`src/rtl/dbus_uncache_axi_pkg.sv`:
```
// Shared types for the uncached dbus-to-AXI bridge: physical address, AXI
// request/response bundles, protocol constants and the bridge FSM states.
package dbus_uncache_axi_pkg;

    typedef logic [31:0] phys_t;

    localparam logic [1:0] AXI_BURST_INCR = 2'b01;
    localparam logic [1:0] AXI_RESP_OKAY  = 2'b00;

    typedef struct packed {
        // AR channel
        phys_t       araddr;
        logic [7:0]  arlen;
        logic [2:0]  arsize;
        logic [1:0]  arburst;
        logic        arlock;
        logic [3:0]  arcache;
        logic [2:0]  arprot;
        logic        arvalid;
        // R channel
        logic        rready;
        // AW channel
        phys_t       awaddr;
        logic [7:0]  awlen;
        logic [2:0]  awsize;
        logic [1:0]  awburst;
        logic        awlock;
        logic [3:0]  awcache;
        logic [2:0]  awprot;
        logic        awvalid;
        // W channel
        logic [31:0] wdata;
        logic [3:0]  wstrb;
        logic        wlast;
        logic        wvalid;
        // B channel
        logic        bready;
    } axi_req_t;

    typedef struct packed {
        logic        arready;
        logic [31:0] rdata;
        logic [1:0]  rresp;
        logic        rlast;
        logic        rvalid;
        logic        awready;
        logic        wready;
        logic [1:0]  bresp;
        logic        bvalid;
    } axi_resp_t;

    typedef enum logic [2:0] {
        StIdle,
        StRdAddr,
        StRdData,
        StWrReq,
        StWrResp,
        StDone
    } uncache_state_t;

    // dbus size is log2(bytes) in 2 bits; AXI size is the same value in 3 bits.
    function automatic logic [2:0] axi_size(input logic [1:0] size);
        return {1'b0, size};
    endfunction

endpackage

```
`src/rtl/dbus_uncache_axi_if.sv`:
```
// CPU/D$ data-bus request interface. The master issues one request at a time;
// the slave answers with addr_ok (accept) and later data_ok (completion).
interface cpu_dbus_if;
    import dbus_uncache_axi_pkg::*;

    logic        valid;
    logic        op;        // 0 = read, 1 = write
    logic        uncache;
    phys_t       address;
    logic [1:0]  size;
    logic [31:0] wdata;
    logic [3:0]  wstrb;
    logic        addr_ok;
    logic        data_ok;
    logic [31:0] rdata;

    modport master (
        output valid, op, uncache, address, size, wdata, wstrb,
        input  addr_ok, data_ok, rdata
    );

    modport slave (
        input  valid, op, uncache, address, size, wdata, wstrb,
        output addr_ok, data_ok, rdata
    );

endinterface

```
`src/rtl/dbus_uncache_axi.sv`:
```
// Uncached dbus bridge: turns each accepted dbus request into exactly one
// single-beat AXI read or write. One transaction in flight at a time.
module dbus_uncache_axi
    import dbus_uncache_axi_pkg::*;
#(
    parameter logic [3:0] AXI_CACHE = 4'b0000,
    parameter logic [2:0] AXI_PROT  = 3'b000
) (
    input  logic       clk,
    input  logic       resetn,
    cpu_dbus_if.slave  dbus,
    output axi_req_t   axi_req,
    input  axi_resp_t  axi_resp,
    output logic       bus_err
);

    uncache_state_t r_state, w_state_nxt;
    phys_t          r_addr, w_addr_nxt;
    logic [1:0]     r_size, w_size_nxt;
    logic [31:0]    r_wdata, w_wdata_nxt;
    logic [3:0]     r_wstrb, w_wstrb_nxt;
    logic [31:0]    r_rdata, w_rdata_nxt;
    logic           r_err, w_err_nxt;
    logic           r_aw_done, w_aw_done_nxt;
    logic           r_w_done, w_w_done_nxt;

    logic w_aw_fire;
    logic w_w_fire;

    // Request direction is carried by the state itself, so op is not latched.
    // uncache=0 requests are serviced identically; rlast is redundant for one beat.
    logic w_unused;
    assign w_unused = ^{dbus.uncache, axi_resp.rlast};

    assign w_aw_fire = (r_state == StWrReq) && !r_aw_done && axi_resp.awready;
    assign w_w_fire  = (r_state == StWrReq) && !r_w_done && axi_resp.wready;

    // State and datapath registers.
    always_ff @(posedge clk or negedge resetn) begin
        if (!resetn) begin
            r_state   <= StIdle;
            r_addr    <= '0;
            r_size    <= '0;
            r_wdata   <= '0;
            r_wstrb   <= '0;
            r_rdata   <= '0;
            r_err     <= 1'b0;
            r_aw_done <= 1'b0;
            r_w_done  <= 1'b0;
        end else begin
            r_state   <= w_state_nxt;
            r_addr    <= w_addr_nxt;
            r_size    <= w_size_nxt;
            r_wdata   <= w_wdata_nxt;
            r_wstrb   <= w_wstrb_nxt;
            r_rdata   <= w_rdata_nxt;
            r_err     <= w_err_nxt;
            r_aw_done <= w_aw_done_nxt;
            r_w_done  <= w_w_done_nxt;
        end
    end

    // Next-state and latch updates.
    always_comb begin
        w_state_nxt   = r_state;
        w_addr_nxt    = r_addr;
        w_size_nxt    = r_size;
        w_wdata_nxt   = r_wdata;
        w_wstrb_nxt   = r_wstrb;
        w_rdata_nxt   = r_rdata;
        w_err_nxt     = r_err;
        w_aw_done_nxt = r_aw_done;
        w_w_done_nxt  = r_w_done;

        unique case (r_state)
            StIdle: begin
                if (dbus.valid) begin
                    w_addr_nxt  = dbus.address;
                    w_size_nxt  = dbus.size;
                    w_wdata_nxt = dbus.wdata;
                    w_wstrb_nxt = dbus.wstrb;
                    w_state_nxt = dbus.op ? StWrReq : StRdAddr;
                end
            end
            StRdAddr: begin
                if (axi_resp.arready) begin
                    w_state_nxt = StRdData;
                end
            end
            StRdData: begin
                if (axi_resp.rvalid) begin
                    w_rdata_nxt = axi_resp.rdata;
                    w_err_nxt   = (axi_resp.rresp != AXI_RESP_OKAY);
                    w_state_nxt = StDone;
                end
            end
            StWrReq: begin
                // AW and W complete independently, in either order or together.
                if ((r_aw_done || w_aw_fire) && (r_w_done || w_w_fire)) begin
                    w_aw_done_nxt = 1'b0;
                    w_w_done_nxt  = 1'b0;
                    w_state_nxt   = StWrResp;
                end else begin
                    w_aw_done_nxt = r_aw_done || w_aw_fire;
                    w_w_done_nxt  = r_w_done || w_w_fire;
                end
            end
            StWrResp: begin
                if (axi_resp.bvalid) begin
                    w_err_nxt   = (axi_resp.bresp != AXI_RESP_OKAY);
                    w_state_nxt = StDone;
                end
            end
            StDone: begin
                w_state_nxt = StIdle;
            end
            default: begin
                w_state_nxt = StIdle;
            end
        endcase
    end

    // AXI master outputs: fields come from the latch, valids/readies from state.
    always_comb begin
        axi_req         = '0;
        axi_req.araddr  = r_addr;
        axi_req.arlen   = 8'd0;
        axi_req.arsize  = axi_size(r_size);
        axi_req.arburst = AXI_BURST_INCR;
        axi_req.arlock  = 1'b0;
        axi_req.arcache = AXI_CACHE;
        axi_req.arprot  = AXI_PROT;
        axi_req.arvalid = (r_state == StRdAddr);
        axi_req.rready  = (r_state == StRdData);
        axi_req.awaddr  = r_addr;
        axi_req.awlen   = 8'd0;
        axi_req.awsize  = axi_size(r_size);
        axi_req.awburst = AXI_BURST_INCR;
        axi_req.awlock  = 1'b0;
        axi_req.awcache = AXI_CACHE;
        axi_req.awprot  = AXI_PROT;
        axi_req.awvalid = (r_state == StWrReq) && !r_aw_done;
        axi_req.wdata   = r_wdata;
        axi_req.wstrb   = r_wstrb;
        axi_req.wlast   = (r_state == StWrReq);
        axi_req.wvalid  = (r_state == StWrReq) && !r_w_done;
        axi_req.bready  = (r_state == StWrResp);
    end

    assign dbus.addr_ok = (r_state == StIdle);
    assign dbus.data_ok = (r_state == StDone);
    assign dbus.rdata   = r_rdata;
    assign bus_err      = (r_state == StDone) && r_err;

endmodule

```
`src/flat_wrapper.sv`:
```
// flat-port wrapper written by rule: the top's interface ports become plain ports
module dbus_uncache_axi_flat import dbus_uncache_axi_pkg::*;
#(
    parameter logic [3:0] AXI_CACHE = 4'b0000,
    parameter logic [2:0] AXI_PROT  = 3'b000
)
  (clk, resetn, axi_req, axi_resp, bus_err, dbus_valid, dbus_op, dbus_uncache, dbus_address, dbus_size, dbus_wdata, dbus_wstrb, dbus_addr_ok, dbus_data_ok, dbus_rdata);
  cpu_dbus_if dbus_i ();
  input  logic clk;
  input  logic resetn;
  output axi_req_t axi_req;
  input  axi_resp_t axi_resp;
  output logic bus_err;
  input wire logic [$bits(dbus_i.valid)-1:0] dbus_valid;
  input wire logic [$bits(dbus_i.op)-1:0] dbus_op;
  input wire logic [$bits(dbus_i.uncache)-1:0] dbus_uncache;
  input wire logic [$bits(dbus_i.address)-1:0] dbus_address;
  input wire logic [$bits(dbus_i.size)-1:0] dbus_size;
  input wire logic [$bits(dbus_i.wdata)-1:0] dbus_wdata;
  input wire logic [$bits(dbus_i.wstrb)-1:0] dbus_wstrb;
  output wire logic [$bits(dbus_i.addr_ok)-1:0] dbus_addr_ok;
  output wire logic [$bits(dbus_i.data_ok)-1:0] dbus_data_ok;
  output wire logic [$bits(dbus_i.rdata)-1:0] dbus_rdata;
  assign dbus_i.valid = dbus_valid;
  assign dbus_i.op = dbus_op;
  assign dbus_i.uncache = dbus_uncache;
  assign dbus_i.address = dbus_address;
  assign dbus_i.size = dbus_size;
  assign dbus_i.wdata = dbus_wdata;
  assign dbus_i.wstrb = dbus_wstrb;
  assign dbus_addr_ok = dbus_i.addr_ok;
  assign dbus_data_ok = dbus_i.data_ok;
  assign dbus_rdata = dbus_i.rdata;
  dbus_uncache_axi #(.AXI_CACHE(AXI_CACHE), .AXI_PROT(AXI_PROT)) u_core (.clk(clk), .resetn(resetn), .dbus(dbus_i), .axi_req(axi_req), .axi_resp(axi_resp), .bus_err(bus_err));
endmodule
```
`config.mk`:
```
export PLATFORM = sky130hd
export DESIGN_NAME = dbus_uncache_axi_flat
export DESIGN_NICKNAME = d
export VERILOG_FILES = /design/src/rtl/dbus_uncache_axi_pkg.sv /design/src/rtl/dbus_uncache_axi_if.sv /design/src/rtl/dbus_uncache_axi.sv /design/src/flat_wrapper.sv
export SDC_FILE = /design/constraint.sdc
export NUM_CORES = 1
export LEC_CHECK = 0
export ABC_AREA = 1
export CORE_AREA = 8 8 125 127
export CTS_CLUSTER_DIAMETER = 150
export DETAILED_ROUTE_END_ITERATION = 8
export DIE_AREA = 0 0 133 135
export PLACE_DENSITY = 0.88
export SYNTH_ARGS = -nofsm -noshare
export SYNTH_HDL_FRONTEND = slang
export SYNTH_SLANG_ARGS = --single-unit
```
`constraint.sdc`:
```
create_clock -name clk -period 1.69 [get_ports clk]
set_input_delay 0.2535 -clock clk [delete_from_list [all_inputs] [get_ports clk]]
set_output_delay 0.2535 -clock clk [all_outputs]
set_load 0.05 [all_outputs]
```
==> reports/results.ini, run 1 <==
[finish]
drive_gt1_frac = 0.2594
finalInstanceArea_mm2 = 0.007625
antenna_cells = 0
finalNetCount = 934
area_growth_pct = 50.28

[power_and_ir_drop]
clockPowerShare = 0.106
p_int_w = 0.008518
seqPwrFrac = 0.246
power_leakage_nw = 4.073
power_frac_comb = 0.649
powerDensity_mw_per_mm2 = 2461
vdd_drop_max_v = 0.001226
netSwitchingPower_w = 0.01025
switching_share = 0.5461

[placement]
dpl_cell_area_mm2 = 0.007156
globalplace.congestion = 0.8268
portBuffers = 259
dp_slack_ns = 0.1208
hpwl_mm = 12.00

[worst_setup_path]
crit_family = flip-flops
timing.rr.start = u_core.r_state[1]
r2r_cells = 8
crit_slowest_cell = dfrtp_1
r2r_end = u_core.r_wdata[7]
rrSetupSlack_ns = 0.12
required_ns = 1.44
critPathLaunchType = flop
critPathArrivalTime_ns = 1.43
path_cells = buf_6 > inv_6 > nand2_4 > nor3b_4 > buf_12
crit_type = reg2out
endpoint_kind = output port
worst_path_largest_cell_delay_ns = 0.42
path_max_fanout = 4
path_buf_inv = 3

[grt]
grtUsageTotal = 0.1781
grt_pass1_vias = 4615
antenna_found_initial = 0
grt_max_degree = 109
grt_overflow_total = 0
grt_pass1_wl_mm = 25.45

[run_status]
outcome = complete, no violations

[timing]
layout_setup_ws_ns = 0.008701
rsz0062_at_grt = yes
min_period_ns = 1.681
hold_ws_ns = 0.2659
maxSlewViolCount = 0
max_clock_freq_mhz = 594.8
clock_skew_ns = 0.004611
setup_tns_ns = 0
post-route-period-util = 0.9949
tightest_slew_ns = 0.6158
hold_viol_final = 0
slew_headroom = 0.5894
setup_viol = 0

[detailed_routing]
viasPerCell = 4.483
drcViolationCount = 0
antenna_left = 0
firstDrtPassIters = 4
routedWlPerCell_um = 16.36
wl_mm = 16.38
vias = 4487
drt-initial-drc-count = 213

[floorplanning]
dieWidth_um = 133
fp.coreArea_mm2 = 0.01361
num_rows = 43
start_util = 0.3727
design.die.area_mm2 = 0.01796
die_h_um = 135
io_pins = 300

[clocking]
clk_latency_ns = 0.34
cts.clk_slew.worst_paths_ns = 0.07
clock_path_buffers = 2
htree_num_levels = 3
cts.sink_count = 108
cts_tree = yes
cts_buffers = 9
cts-root-buf = clkbuf_16

[yosys]
yosys_warnings = 0
yosysUniqueCellTypes = 20
avgSynthCellArea_um2 = 8.585
synth-seq-area-share = 0.5327
netlist_area_mm2 = 0.005074
yosys_register_bits = 108
synthCells = 591

[min_path]
hold_start = dbus_valid
hold_class = in2reg
hold_path_depth = 3
hold_path_end = u_core.r_addr[21]

[job]
cap_violations = 0

[state kept, by name, summed over array words and instances (netlist names)]
register	count
u_core.dbus.rdata	32
u_core.r_addr	32
u_core.r_aw_done	1
u_core.r_err	1
u_core.r_size	2
u_core.r_state	3
u_core.r_w_done	1
u_core.r_wdata	32
u_core.r_wstrb	4
[Yosys cell counts]
cell / number / share of area
a21oi_1: 1 / 0.00099
buf_2: 16 / 0.016
buf_4: 72 / 0.11
buf_6: 7 / 0.016
clkbuf_1: 11 / 0.0081
conb_1: 2 / 0.0015
dfrtp_1: 108 / 0.53
inv_1: 9 / 0.0067
inv_2: 3 / 0.0022
inv_4: 1 / 0.0012
nand2_1: 226 / 0.17
nand2_2: 6 / 0.0074
nand2_4: 1 / 0.0022
nand3_1: 108 / 0.11
nand3b_1: 2 / 0.0030
nor2_1: 7 / 0.0052
nor2_2: 4 / 0.0049
nor2_4: 4 / 0.0089
nor3b_1: 1 / 0.0015
o21ai_0: 2 / 0.0020
[through the flow]
stage / utilization / cells / power, W
floorplan: - / 627 / 0.01301
global placement: 0.5257 / 973 / 0.01615
detailed placement: 0.5257 / 973 / 0.01636
CTS: 0.5577 / 998 / 0.01889
global route: 0.5602 / 1001 / 0.01975
finish: 0.5602 / 1001 / 0.01877
[area by class of cell]
class / instances / area (um^2)
sequential: 108 / 2704
timing repair inverter: 1 / 6.256
multi-input combinational: 400 / 1743
clock inverter: 3 / 21.27
fill: 1239 / 5987
timing repair buffer: 284 / 2608
inverter: 13 / 61.31
tap: 180 / 225.2
clock buffer: 12 / 256.5
[worst max-delay path by stage]
stage                                 start                    end  slack (ns)  cells past startpoint
final                     u_core.r_state[1]                bus_err       0.009                      5
after global routing      u_core.r_state[1]                bus_err       -0.07                      5
after CTS                 u_core.r_state[1]                bus_err       -0.04                      5
after detailed placement  u_core.r_state[2]  u_core.dbus.rdata[22]        0.12                      7
after global placement    u_core.r_state[2]  u_core.dbus.rdata[22]        0.15                      7
after floorplan           u_core.r_state[0]             axi_req[1]        0.09                      5
[worst reg2reg max path, delay by kind of cell, from the launching register on]
family / cells / cell delay (ns)
flip-flops: 1 / 0.42
buffers and inverters: 3 / 0.50
AND/OR/NAND/NOR: 5 / 0.53
[what timing repair did]
| item | CTS | global route |
|---|---|---|
| pin swaps | 3 | 1 |
| buffers inserted | 6 | 3 |
| hold buffers | 1 | 0 |
| gates resized for setup | 11 | 5 |
| cloned | 3 | 0 |
| hold endpoints to repair | 1 | 0 |
| setup endpoints to repair | 7 | 35 |
[placed cells by master, fill, tap and decap left out, drive strengths merged]
cell / n
nor3b: 1
clkinv: 1
a21oi: 1
dfrtp: 108
clkdlybuf4s50: 112
dlygate4sd3: 1
bufbuf: 2
clkinvlp: 1
nand3b: 2
nor2: 15
o21ai: 2
buf: 169
nand2: 233
clkbuf: 12
conb: 38
inv: 15
nand3: 108
[layer usage]
| layer | share of wire | wire length (um) | GRT usage |
|---|---|---|---|
| met1 | 0.37 | 6101 | 0.1945 |
| met2 | 0.54 | 8778 | 0.3183 |
| met3 | 0.073 | 1203 | 0.05721 |
| met4 | 0.018 | 291 | 0.06183 |
| met5 | 0 | 0 | 0 |
[power groups by stage]
stage               Clock, W  Combinational [W]  Sequential [W]
finish               0.00198             0.0122         0.00461
global route         0.00217             0.0128         0.00476
CTS                  0.00207             0.0122         0.00461
detailed placement         0             0.0117         0.00462
global placement           0             0.0116         0.00458
floorplan                  0            0.00463         0.00838
[cells by family (layout without fill, tap and decap cells)]
kind of cell	after synthesis	count (layout)	synth area share
AO/OA/AOI/OAI	3	3	0.002958
flip-flops	108	108	0.5327
AND/OR/NAND/NOR	359	359	0.3068
buffers and inverters	119	313	0.1561
other	2	38	0.001480
Power figures use the tool's default switching activity.
==> inputs of run 2 (changes only) <==
--- a/config.mk
+++ b/config.mk
@@ -6,6 +6,7 @@
 export NUM_CORES = 1
 export LEC_CHECK = 0
 export ABC_AREA = 1
+export CAP_MARGIN = 20
 export CORE_AREA = 8 8 125 127
 export CTS_CLUSTER_DIAMETER = 150
 export DETAILED_ROUTE_END_ITERATION = 8
@@ -14,3 +15,4 @@
 export SYNTH_ARGS = -nofsm -noshare
 export SYNTH_HDL_FRONTEND = slang
 export SYNTH_SLANG_ARGS = --single-unit
+export TNS_END_PERCENT = 5
==> reports/results.ini, run 2 (synthesis results as in run 1) <==
[worst_setup_path]
timing.rr.start = u_core.r_state[1]
crit_type = reg2out
endpoint_kind = output port
path_cells = buf_6 > nand2_4 > nor2_4 > nand2_2 > inv_2 > buf_12
rrSetupSlack_ns = 0.13  ; about the same
crit_path_start = u_core.r_state[1]
worst_path_largest_cell_delay_ns = 0.41  ; about the same
r2r_cells = 8  ; unchanged
cp-endpoint = axi_req[1]
required_ns = 1.44  ; about the same
critPathArrivalTime_ns = 1.45  ; +0.02 ns
path_max_fanout = 7  ; +3
critPathLaunchType = flop
crit_slowest_cell = dfrtp_1
r2r_end = u_core.r_wdata[7]

[placement]
portBuffers = 259  ; unchanged
hpwl_mm = 12.00  ; unchanged
dp_slack_ns = 0.1208  ; unchanged
dpl_cell_area_mm2 = 0.007156  ; unchanged
globalplace.congestion = 0.8268  ; unchanged

[detailed_routing]
routedWlPerCell_um = 16.22  ; -0.84%
viasPerCell = 4.469  ; -0.31%
drt-initial-drc-count = 222  ; +4.2%
vias = 4442  ; -1.0%
drcViolationCount = 0  ; unchanged
antenna_left = 0  ; unchanged
firstDrtPassIters = 4  ; unchanged
wl_mm = 16.12  ; -1.5%

[timing]
setup_viol = 3  ; +3
rsz0062_at_grt = yes
min_period_ns = 1.701  ; +0.01949 ns
maxSlewViolCount = 0  ; unchanged
tightest_slew_ns = 0.6112  ; -0.004646 ns
post-route-period-util = 1.006  ; +0.01153
max_clock_freq_mhz = 588.0  ; -1.1%
layout_setup_ws_ns = -0.01079  ; -0.01949 ns
hold_viol_final = 0  ; unchanged
clock_skew_ns = 0.005050  ; +0.0004384 ns
slew_headroom = 0.5925  ; +0.003098

[floorplanning]
die_h_um = 135  ; unchanged
design.die.area_mm2 = 0.01796  ; unchanged
io_pins = 300  ; unchanged
num_rows = 43  ; unchanged
fp.coreArea_mm2 = 0.01361  ; unchanged
start_util = 0.3727  ; unchanged
dieWidth_um = 133  ; unchanged

[job]
cap_violations = 0  ; unchanged

[finish]
area_growth_pct = 49.47
finalNetCount = 927  ; -0.75%
layout_common_cells = nand2_1, buf_4, clkdlybuf4s50_1, nand3_1, dfrtp_1
drive_gt1_frac = 0.2531  ; -0.006368
seq_area_mm2 = 0.002704  ; unchanged
nFillCells = 1246  ; +0.56%
final_common_cell = nand2_1
fin_util = 0.5571  ; -0.003034
finalInstanceArea_mm2 = 0.007584  ; -0.54%
antenna_cells = 0  ; unchanged
multi_input_area_mm2 = 0.001748  ; +0.29%

[min_path]
hold_start = dbus_valid
hold_path_depth = 3  ; unchanged
hold_class = in2reg

[grt]
grt_overflow_total = 0  ; unchanged
grt_pass1_wl_mm = 25.08  ; -1.4%
grt_pass1_vias = 4552  ; -1.4%
grtUsageTotal = 0.1755  ; -0.002631
antenna_found_initial = 0  ; unchanged
grt_max_degree = 109  ; unchanged

[clocking]
clk_latency_ns = 0.34  ; about the same
htree_num_levels = 3  ; unchanged
cts_buffers = 9  ; unchanged
cts.clk_slew.worst_paths_ns = 0.07  ; about the same
cts-root-buf = clkbuf_16
cts.sink_count = 108  ; unchanged
cts_tree = yes
clock_path_buffers = 2  ; unchanged

[power_and_ir_drop]
vdd_drop_max_v = 0.001216  ; -0.79%
powerDensity_mw_per_mm2 = 2457  ; -0.16%
power.total_w = 0.01864  ; -0.70%
power_leakage_nw = 4.042  ; -0.76%

[run_status]
violations = negative setup slack
outcome = finished with violations

[run 2: cell types whose count changed in the layout (fill, tap and decap cells not counted)]
cell / previous run / this run
inv_8: 1 / 0
nand2_2: 6 / 5
buf_4: 155 / 149
clkinv_8: 0 / 1
nand2_4: 3 / 4
inv_4: 1 / 0
[run 2: layer usage]
layer  global-route usage  vias to the layer above  wire, um  share of wire
met5                    0                        -         0              0
li1                     -                     2186         -              -
met3              0.05609                       17      1118          0.069
met1               0.1896                     2081      6055           0.38
met2               0.3186                      158      8698           0.54
met4              0.05552                        0       252          0.016
[run 2: where the power goes]
part	total [W]	internal [W]	switching, W
Combinational	0.0120	0.00357	0.00846
Clock	0.00199	0.00108	0.000909
Sequential	0.00462	0.00379	0.000831
[run 2: timing repair]
action | 4_1_cts | 5_1_grt
buffers inserted | 1 | 2
resized for setup | 11 | 7
endpoints found under the hold margin | 1 | 0
setup endpoints to repair | 7 | 7
hold buffers | 1 | 0
cloned | 2 | 0
pin swaps | 2 | 4
[run 2: worst min path at each step]
stage	end	slack, ns
after floorplan	u_core.dbus.rdata[0]	-0.04
after global placement	u_core.dbus.rdata[22]	0.38
after detailed placement	u_core.dbus.rdata[22]	0.38
after CTS	u_core.r_addr[21]	0.26
after global routing	u_core.r_addr[18]	0.28
final	u_core.r_addr[21]	0.27
[run 2: worst max-delay path, delay by kind of cell, from the launching register on]
family	cells	cell delay (ns)
flops	1	0.41
buf+inv	3	0.36
simple gates	3	0.33
[run 2: final cells by class]
type	instances	area share
multi-input cells	400	0.2305
clock inverters	3	0.002805
repair buffers	278	0.3379
inverters	13	0.008744
flip-flops and latches	108	0.3565
clock buffers	12	0.03382
well taps	180	0.02970
[run 2: stage by stage]
stage	TNS, ns	hold WS, ns	std cells
global route	-0.4949	0.2825	994
floorplan	0	-0.04209	627
global placement	0	0.3759	973
CTS	-0.2362	0.2624	992
detailed placement	0	0.3831	973
finish	-0.01726	0.2673	994
